--- src/rtl/lsu_write_buffer_if.sv ---
// Request/response handshake between the MEM stage, the load/store unit and write-back.
// Master drives requests and consumes responses; slave is the load/store unit.
interface lsu_write_buffer_if #(
    parameter int ADDR_W = 8,
    parameter int DATA_W = 8
);
    logic              req_valid;
    logic              req_write;
    logic [ADDR_W-1:0] req_addr;
    logic [DATA_W-1:0] req_wdata;
    logic              req_ready;
    logic              resp_valid;
    logic [DATA_W-1:0] resp_data;
    logic              resp_ready;

    modport master (
        output req_valid, req_write, req_addr, req_wdata, resp_ready,
        input  req_ready, resp_valid, resp_data
    );

    modport slave (
        input  req_valid, req_write, req_addr, req_wdata, resp_ready,
        output req_ready, resp_valid, resp_data
    );
endinterface

--- src/rtl/lsu_write_buffer.sv ---
// Load/store unit with a posted-store FIFO in front of a single-port 256x8 data memory.
// Define LSU_FWD_EN for store-to-load forwarding; otherwise loads wait for an empty buffer.
module lsu_write_buffer #(
    parameter int ADDR_W  = 8,
    parameter int DATA_W  = 8,
    parameter int DEPTH   = 4,
    parameter int HIGH_WM = 3
) (
    input  logic                 clock,
    input  logic                 reset,
    lsu_write_buffer_if.slave    bus,
    output logic                 mem_write,
    output logic [ADDR_W-1:0]    mem_address,
    output logic [DATA_W-1:0]    mem_data,
    input  logic [DATA_W-1:0]    mem_out,
    output logic                 buf_empty
);
    localparam int PTR_W = $clog2(DEPTH);
    localparam logic [PTR_W:0] FULL_CNT = (PTR_W + 1)'(DEPTH);
    localparam logic [PTR_W:0] HWM_CNT  = (PTR_W + 1)'(HIGH_WM);

    logic [PTR_W-1:0]  head_q, head_d, tail_q, tail_d;
    logic [PTR_W:0]    count_q, count_d;
    logic [ADDR_W-1:0] addr_q [DEPTH];
    logic [DATA_W-1:0] data_q [DEPTH];
    logic              resp_valid_q, resp_valid_d;
    logic [DATA_W-1:0] resp_data_q, resp_data_d;
    logic [DATA_W-1:0] load_data;
    logic              full, rd_acc, wr_acc, drain, load_ok;

    always_comb begin
        full      = (count_q == FULL_CNT);
        buf_empty = (count_q == '0);
        load_ok   = ~full & (~resp_valid_q | bus.resp_ready);
`ifndef LSU_FWD_EN
        load_ok   = load_ok & buf_empty;
`endif
        bus.req_ready = bus.req_write ? ~full : load_ok;
        rd_acc = bus.req_valid & ~bus.req_write & bus.req_ready;
        wr_acc = bus.req_valid & bus.req_write & bus.req_ready;
        drain  = ~rd_acc & ~buf_empty & (~bus.req_valid | (count_q >= HWM_CNT) | full);
`ifndef LSU_FWD_EN
        // A load parked on buf_empty must let the buffer drain, or it would wait forever.
        if (bus.req_valid & ~bus.req_write & ~buf_empty) drain = 1'b1;
`endif
        mem_write   = drain;
        mem_address = rd_acc ? bus.req_addr : addr_q[head_q];
        mem_data    = data_q[head_q];
    end

`ifdef LSU_FWD_EN
    logic [PTR_W-1:0] idx;

    // Later (younger) matches overwrite earlier ones while walking from head.
    always_comb begin
        idx       = head_q;
        load_data = mem_out;
        for (int unsigned i = 0; i < DEPTH; i++) begin
            idx = head_q + PTR_W'(i);
            if (((PTR_W + 1)'(i) < count_q) && (addr_q[idx] == bus.req_addr))
                load_data = data_q[idx];
        end
    end
`else
    always_comb load_data = mem_out;
`endif

    always_comb begin
        head_d       = drain  ? head_q + 1'b1 : head_q;
        tail_d       = wr_acc ? tail_q + 1'b1 : tail_q;
        count_d      = count_q;
        case ({wr_acc, drain})
            2'b10:   count_d = count_q + 1'b1;
            2'b01:   count_d = count_q - 1'b1;
            default: count_d = count_q;
        endcase
        resp_valid_d = rd_acc ? 1'b1 : (bus.resp_ready ? 1'b0 : resp_valid_q);
        resp_data_d  = rd_acc ? load_data : resp_data_q;
    end

    always_ff @(posedge clock or posedge reset) begin
        if (reset) begin
            head_q       <= '0;
            tail_q       <= '0;
            count_q      <= '0;
            resp_valid_q <= 1'b0;
            resp_data_q  <= '0;
        end else begin
            head_q       <= head_d;
            tail_q       <= tail_d;
            count_q      <= count_d;
            resp_valid_q <= resp_valid_d;
            resp_data_q  <= resp_data_d;
        end
    end

    always_ff @(posedge clock) begin
        if (wr_acc) begin
            addr_q[tail_q] <= bus.req_addr;
            data_q[tail_q] <= bus.req_wdata;
        end
    end

    assign bus.resp_valid = resp_valid_q;
    assign bus.resp_data  = resp_data_q;
endmodule
--- src/flat_wrapper.sv ---
// flat-port wrapper written by rule: the top's interface ports become plain ports
module lsu_write_buffer_flat 
#(
    parameter int ADDR_W  = 8,
    parameter int DATA_W  = 8,
    parameter int DEPTH   = 4,
    parameter int HIGH_WM = 3
)
  (clock, reset, mem_write, mem_address, mem_data, mem_out, buf_empty, bus_req_valid, bus_req_write, bus_req_addr, bus_req_wdata, bus_resp_ready, bus_req_ready, bus_resp_valid, bus_resp_data);
  lsu_write_buffer_if #(.ADDR_W(ADDR_W), .DATA_W(DATA_W)) bus_i ();
  input  logic clock;
  input  logic reset;
  output logic mem_write;
  output logic [ADDR_W-1:0] mem_address;
  output logic [DATA_W-1:0] mem_data;
  input  logic [DATA_W-1:0] mem_out;
  output logic buf_empty;
  input wire logic [$bits(bus_i.req_valid)-1:0] bus_req_valid;
  input wire logic [$bits(bus_i.req_write)-1:0] bus_req_write;
  input wire logic [$bits(bus_i.req_addr)-1:0] bus_req_addr;
  input wire logic [$bits(bus_i.req_wdata)-1:0] bus_req_wdata;
  input wire logic [$bits(bus_i.resp_ready)-1:0] bus_resp_ready;
  output wire logic [$bits(bus_i.req_ready)-1:0] bus_req_ready;
  output wire logic [$bits(bus_i.resp_valid)-1:0] bus_resp_valid;
  output wire logic [$bits(bus_i.resp_data)-1:0] bus_resp_data;
  assign bus_i.req_valid = bus_req_valid;
  assign bus_i.req_write = bus_req_write;
  assign bus_i.req_addr = bus_req_addr;
  assign bus_i.req_wdata = bus_req_wdata;
  assign bus_i.resp_ready = bus_resp_ready;
  assign bus_req_ready = bus_i.req_ready;
  assign bus_resp_valid = bus_i.resp_valid;
  assign bus_resp_data = bus_i.resp_data;
  lsu_write_buffer #(.ADDR_W(ADDR_W), .DATA_W(DATA_W), .DEPTH(DEPTH), .HIGH_WM(HIGH_WM)) u_core (.clock(clock), .reset(reset), .bus(bus_i), .mem_write(mem_write), .mem_address(mem_address), .mem_data(mem_data), .mem_out(mem_out), .buf_empty(buf_empty));
endmodule
--- config.mk ---
export PLATFORM = sky130hd
export DESIGN_NAME = lsu_write_buffer_flat
export DESIGN_NICKNAME = d
export VERILOG_FILES = /design/src/rtl/lsu_write_buffer_if.sv /design/src/rtl/lsu_write_buffer.sv /design/src/flat_wrapper.sv
export SDC_FILE = /design/constraint.sdc
export NUM_CORES = 1
export LEC_CHECK = 0
export CELL_PAD_IN_SITES_DETAIL_PLACEMENT = 1
export CELL_PAD_IN_SITES_GLOBAL_PLACEMENT = 2
export CORE_MARGIN = 4
export CORE_UTILIZATION = 36
export CTS_BUF_LIST = sky130_fd_sc_hd__clkbuf_8
export DETAILED_ROUTE_END_ITERATION = 8
export GPL_ROUTABILITY_DRIVEN = 0
export MAX_ROUTING_LAYER = met4
export PLACE_DENSITY_LB_ADDON = 0.1
export SYNTH_ARGS = -nofsm -noshare
export SYNTH_HDL_FRONTEND = slang
export SYNTH_SLANG_ARGS = --single-unit
--- constraint.sdc ---
create_clock -name clock -period 2.2 [get_ports clock]
set_clock_uncertainty 0.1 [all_clocks]
set_input_delay 0.44 -clock clock [delete_from_list [all_inputs] [get_ports clock]]
set_output_delay 0.44 -clock clock [all_outputs]
set_load 0.005 [all_outputs]
# Word-level counts from Yosys, hierarchy flattened
# Memories as Yosys holds them, arrays and structs flattened.
# Index checks and enable logic that the tools add are counted.
[totals]
ff_bits = 16
ram_bits = 64
in_bits = 29
output_inout_bits = 28
wordCells = 44
n_memories = 2
[classes]
n_addsub = 4
magnitude_cmp = 1
eq_ne = 3
n_mux = 8
bitwise_logic = 18
n_reduce_logical = 3
[memory_table]
columns = ["memory", "words", "word_bits", "rd", "rd_clocked_by_memory_dff", "write_ports", "line", "rtl"]
rows = [
  ["u_core.addr_q", 4, 8, 1, 0, 1, "lsu_write_buffer.sv:24", "logic [ADDR_W-1:0] addr_q [DEPTH];"],
  ["u_core.data_q", 4, 8, 1, 0, 1, "lsu_write_buffer.sv:25", "logic [DATA_W-1:0] data_q [DEPTH];"],
]
[op_table]
columns = ["operator", "n"]
rows = [
  ["$and A1 B1 Y1", 9],
  ["$mux W8", 1],
  ["$mux W1", 6],
  ["$not A1 Y1", 6],
  ["$pmux W3 S2", 1],
  ["$add A2 B1 Y2 const B", 2],
  ["$reduce_bool A2 Y1", 2],
  ["$add A3 B1 Y3 const B", 1],
  ["$eq A3 B3 Y1 const B", 1],
  ["$ge A3 B2 Y1 const B", 1],
  ["$logic_not A3 Y1", 1],
  ["$or A1 B1 Y1", 3],
  ["$sub A3 B1 Y3 const B", 1],
  ["$eq A2 B1 Y1 const B", 1],
  ["$eq A2 B2 Y1 const B", 1],
]

# Logic depth before layout (Yosys ltp)
[logic_depth]
word_depth = 12
mapped_depth = 10
depth_no_buf = 9

# Worst setup path after synthesis
# Ideal clock, no wire load.
[synth_path]
path_kind = "input -> output"
from = "input bus_req_write"
to = "output mem_address[0]"
arrival_ns = 1.563
required_ns = 1.660
setup_slack_ns = 0.097
path_stages = 4
path_cell_list = "nand2b_4 nor4b_4 buf_6 mux2_4"
[synth_via]
elab_chain_cells = 4
[synth_lines]
columns = ["item", "line", "rtl"]
rows = [
  ["start, declared", "flat_wrapper.sv:19", "input wire logic [$bits(bus_i.req_write)-1:0] bus_req_write;"],
  ["$not A1 Y1", "lsu_write_buffer.sv:39", "rd_acc = bus.req_valid & ~bus.req_write & bus.req_ready;"],
  ["$and A1 B1 Y1", "lsu_write_buffer.sv:39", ""],
  ["$and A1 B1 Y1 *", "lsu_write_buffer.sv:39", ""],
  ["$mux W8 *", "lsu_write_buffer.sv:47", "mem_address = rd_acc ? bus.req_addr : addr_q[head_q];"],
  ["end, declared", "flat_wrapper.sv:14", "output logic [ADDR_W-1:0] mem_address;"],
]
# Mark *: on every way between the ends. The rest lies on a longest branch, timed or not.

# Final worst setup path
[layout_path]
from = "register u_core.resp_valid_q (netlist: u_core.bus.resp_valid)"
to = "output mem_address[5]"
[layout_via]
elab_chain_cells = 7
[layout_lines]
columns = ["item", "line", "rtl"]
rows = [
  ["start, declared", "lsu_write_buffer.sv:26", "logic resp_valid_q, resp_valid_d;"],
  ["start signal, assigned", "lsu_write_buffer.sv:92", "resp_valid_q <= resp_valid_d;"],
  ["$not A1 Y1", "lsu_write_buffer.sv:34", "load_ok = ~full & (~resp_valid_q | bus.resp_ready);"],
  ["$or A1 B1 Y1", "lsu_write_buffer.sv:34", ""],
  ["$and A1 B1 Y1", "lsu_write_buffer.sv:34", ""],
  ["$and A1 B1 Y1", "lsu_write_buffer.sv:36", "load_ok = load_ok & buf_empty;"],
  ["$mux W1", "lsu_write_buffer.sv:38", "bus.req_ready = bus.req_write ? ~full : load_ok;"],
  ["$and A1 B1 Y1", "lsu_write_buffer.sv:39", ""],
  ["$mux W8", "lsu_write_buffer.sv:47", ""],
]
# No other way between the ends.

==> metrics.md <==
| Metric | Value |
|---|---|
| Overflow after GRT | `0` |
| Worst Setup SP | `u_core.bus.resp_valid` |
| Worst-Margin Slew | `0.6585 ns` |
| Classification of the worst-slack hold path | `in2async` |
| Asr flop ratio synth | `20.00%` |
| Sequential share of the synthesized area | `70.46%` |
| Vias in the first global route | `2173` |
| Post-layout util | `53.55%` |
| Endpoints failing setup | `12` |
| Cells after Synth | `162` |
| Total number of vias | `1846` |
| Post-synth EDFFs | `64` |
| Drt first pass iters | `4` |
| CTS Buf Count | `9` |
| CP Buf/Inv Count | `4` |
| Die Area | `10750 um2` |
| WP depth | `7` |
| Multi-input logic area | `974.7 um2` |
| Period utilization | `110.5%` |
| Avg Cell Area, Syn | `20.34 um2` |
| Input/output buffers | `56` |
| Fin. max-slew vios | `0` |
| Relative slew slack | `56.05%` |
| # IOs | `57` |
| Critical Path Most Common Cell | `buf_6` |
| Syn_nets | `197` |
| Maximum VDD drop | `0.4934 mV` |
| Area grow syn2layout | `43.09%` |
| Failing checks | `setup timing` |
| Yosys warning total | `0` |
| Total routing usage reported by global routing | `14.64%` |
| Tmin final | `2.430 ns` |
| DRC | `0` |
| Largest net degree at the start of global routing | `17` |
| DR iter-0 viols | `56` |
| Post-synthesis mux area share | `18.07%` |
| Crit path max fanout | `2` |
| Max-cap violations | `0` |
| Simple-Gate Fraction of Synth Area | `4.442%` |
| Filler cells | `809` |
| Vias/cell | `4.807` |
| Top cell type by total area after synthesis | `edfxtp_1` |
| Crit path largest cell delay | `0.40 ns` |
| TritonCTS clock tree | `yes` |
| Hold slack | `0.3784 ns` |
| Max Clk Rate | `411.5 MHz` |
| Core region area | `8806 um2` |
| Antenna viol nets, final | `0` |
| Layout cells sized above 1 | `47.10%` |
| Outcome | `complete, but fails checks` |
| Netlist cell types | `30` |
| Critical Path End Type | `primary output` |
| Main combinational cell family by area after synthesis | `multiplexers` |
| Synth Area in Compound Gates | `0.8352%` |
| Worst path top cell family by delay | `buffers and inverters` |
| Crit-path cells | `nor2b_4 -> nor4b_4 -> buf_4 -> clkbuf_16 -> buf_6 -> mux2_4 -> buf_6` |
| First-pass GRT wire length | `11.94 mm` |
| Final WS setup | `-0.2301 ns` |
| FF-to-FF Start | `u_core.count_q[0]` |
| Pre-CTS setup slack | `-0.7616 ns` |
| FF/Latch Area | `2323 um2` |
| Post-synthesis adder-cell area fraction | `2.506%` |
| Lkg Pwr | `1.800 nW` |
| Detailed Route WL | `7.282 mm` |
| # diodes | `0` |
| Reg2Reg Setup Slack | `0.13 ns` |
| WL per Instance | `18.96 um` |
| Die H | `103.7 um` |
| Number of synthesized register bits | `80` |
| Detailed-placement wirelength estimate | `4.840 mm` |
| Area of the mapped netlist | `3296 um2` |
| CP Launch Type | `flip-flop` |
| Final hold violations | `0` |
| Synth Area in XOR/XNOR | `1.329%` |
| Synth top area cells | `edfxtp_1, dfrtp_1, mux4_2, mux2_4, mux2_2` |
| Clock latency on the worst-skew pair | `0.34 ns` |
| Row count | `34` |
| Worst R2R Path Depth | `11` |
| Die W | `103.7 um` |
| Root buffer cell | `clkbuf_8` |
| H-tree depth | `3` |
| Crit-path slowest cell | `dfrtp_1` |
| Most common flop cell mapped by yosys | `edfxtp_1` |
| Maximum clock insertion buffer count | `2` |
| RSZ-0062 raised after global routing | `yes` |
| Top-area cell type share of the netlist area | `58.31%` |
| Critical setup path kind | `reg2out` |
| CP Data Required Time | `1.66 ns` |
| Clock Sinks | `80` |
| Pwr/cell area | `1235 nW/um2` |
| Antenna violations before repair | `0` |
| Clock Pin Slew Worst Setup and Hold Paths | `0.09 ns` |
| # nets final | `306` |
| Initial core utilization | `37.43%` |
| Critical path arrival | `1.89 ns` |
==> synthesized netlist by cell type (all sizes together), types with 2 or more instances <==
cell,count
nand2,2
dfrtp,16
mux2,17
nand2b,2
nor2,3
buf,6
nor4bb,2
mux4,16
and2,4
ha,5
a21oi,2
xnor2,2
nor3,2
nor4b,2
edfxtp,64
inv,7
xor2,3
==> final timing paths <==
check,to
max,mem_address[5]
min,u_core.bus.resp_data[7]
max reg2reg,u_core.count_q[2]
min reg2reg,u_core.bus.resp_data[0]
max in group asynchronous,u_core.head_q[1]
min in group clock,u_core.bus.resp_data[0]
==> report_power, final <==
group / switching [W] / total (W) / internal [W] / leakage [nW]
Sequential: 0.000134 / 0.00205 / 0.00192 / 0.773
Clock: 0.000575 / 0.00123 / 0.000653 / 0.111
Combinational: 0.000952 / 0.00254 / 0.00159 / 0.916
Total: 0.00166 / 0.00583 / 0.00416 / 1.80
==> metal layers <==
layer  share of wire [%]  vias up  GRT usage, %  wire length, um
met5                   0        -             -                0
li1                    -      852             -                -
met3                 3.3        7         2.425              238
met2                  55       50         25.79             3972
met1                  41      937         17.01             3006
met4                0.87        0         5.128               63
==> layout by cell type (no fill, tap or decap), types with 5 or more instances in the layout <==
master / Yosys / layout
buf_6: 2 / 21
clkbuf_8: 0 / 9
mux4_2: 16 / 16
buf_2: 2 / 5
edfxtp_1: 64 / 64
dfrtp_1: 16 / 15
buf_4: 2 / 32
buf_12: 0 / 5
inv_1: 7 / 7
mux2_4: 9 / 13
clkdlybuf4s50_1: 0 / 34
==> worst reg2reg max path: stages, from the launching register on <==
cell and delay (ns):
dfrtp_1 0.42, buf_6 0.12, buf_6 0.10, nand2_2 0.05
a31o_4 0.25, nand2b_4 0.08, ha_4 0.13, inv_1 0.04
fa_2 0.33, xor2_1 0.14, nor2_1 0.11, xor2_1 0.14
==> repair_timing <==
item                       in CTS  in global routing
setup buffers                  14                  8
pin swaps                       6                  5
cloned                          1                  0
hold buffers                    0                  0
setup endpoints to repair      20                 18
resized for setup             100                 20
==> logic make-up after synthesis <==
kind of cell	after synthesis
adder cells (fa/ha/maj)	6
AND/OR/NAND/NOR	19
flip-flops	80
XOR/XNOR	5
multiplexers	34
buffers and inverters	14
AO/OA/AOI/OAI	4
==> final cells by class <==
| type | instances | share of cell area [%] |
|---|---|---|
| Tap cell | 108 | 2.865 |
| Clock buffer | 9 | 2.627 |
| Multi-Input combinational cell | 68 | 20.67 |
| Sequential cell | 80 | 49.27 |
| Timing Repair Buffer | 105 | 21.84 |
| Inverter | 7 | 0.5572 |
| Clock inverter | 7 | 2.176 |
==> through the flow <==
stage	std cells	total power (W)	area (um2)	TNS, ns
after detailed placement	350	0.004334	4248	-13.92
after global routing	384	0.006168	4716	-3.082
after CTS	381	0.005770	4656	-2.712
after global placement	350	0.004236	4248	-8.294
after floorplan	162	0.003195	3296	0
final	384	0.005825	4716	-1.737
==> sequential cells by signal (all words and copies together) (netlist names) <==
signal and flops:
u_core.count_q 3, u_core.bus.resp_data 8, u_core.addr_q 32, u_core.bus.resp_valid 1, u_core.data_q 32, u_core.tail_q 2, u_core.head_q 2
(Power assumes the default switching activity.)
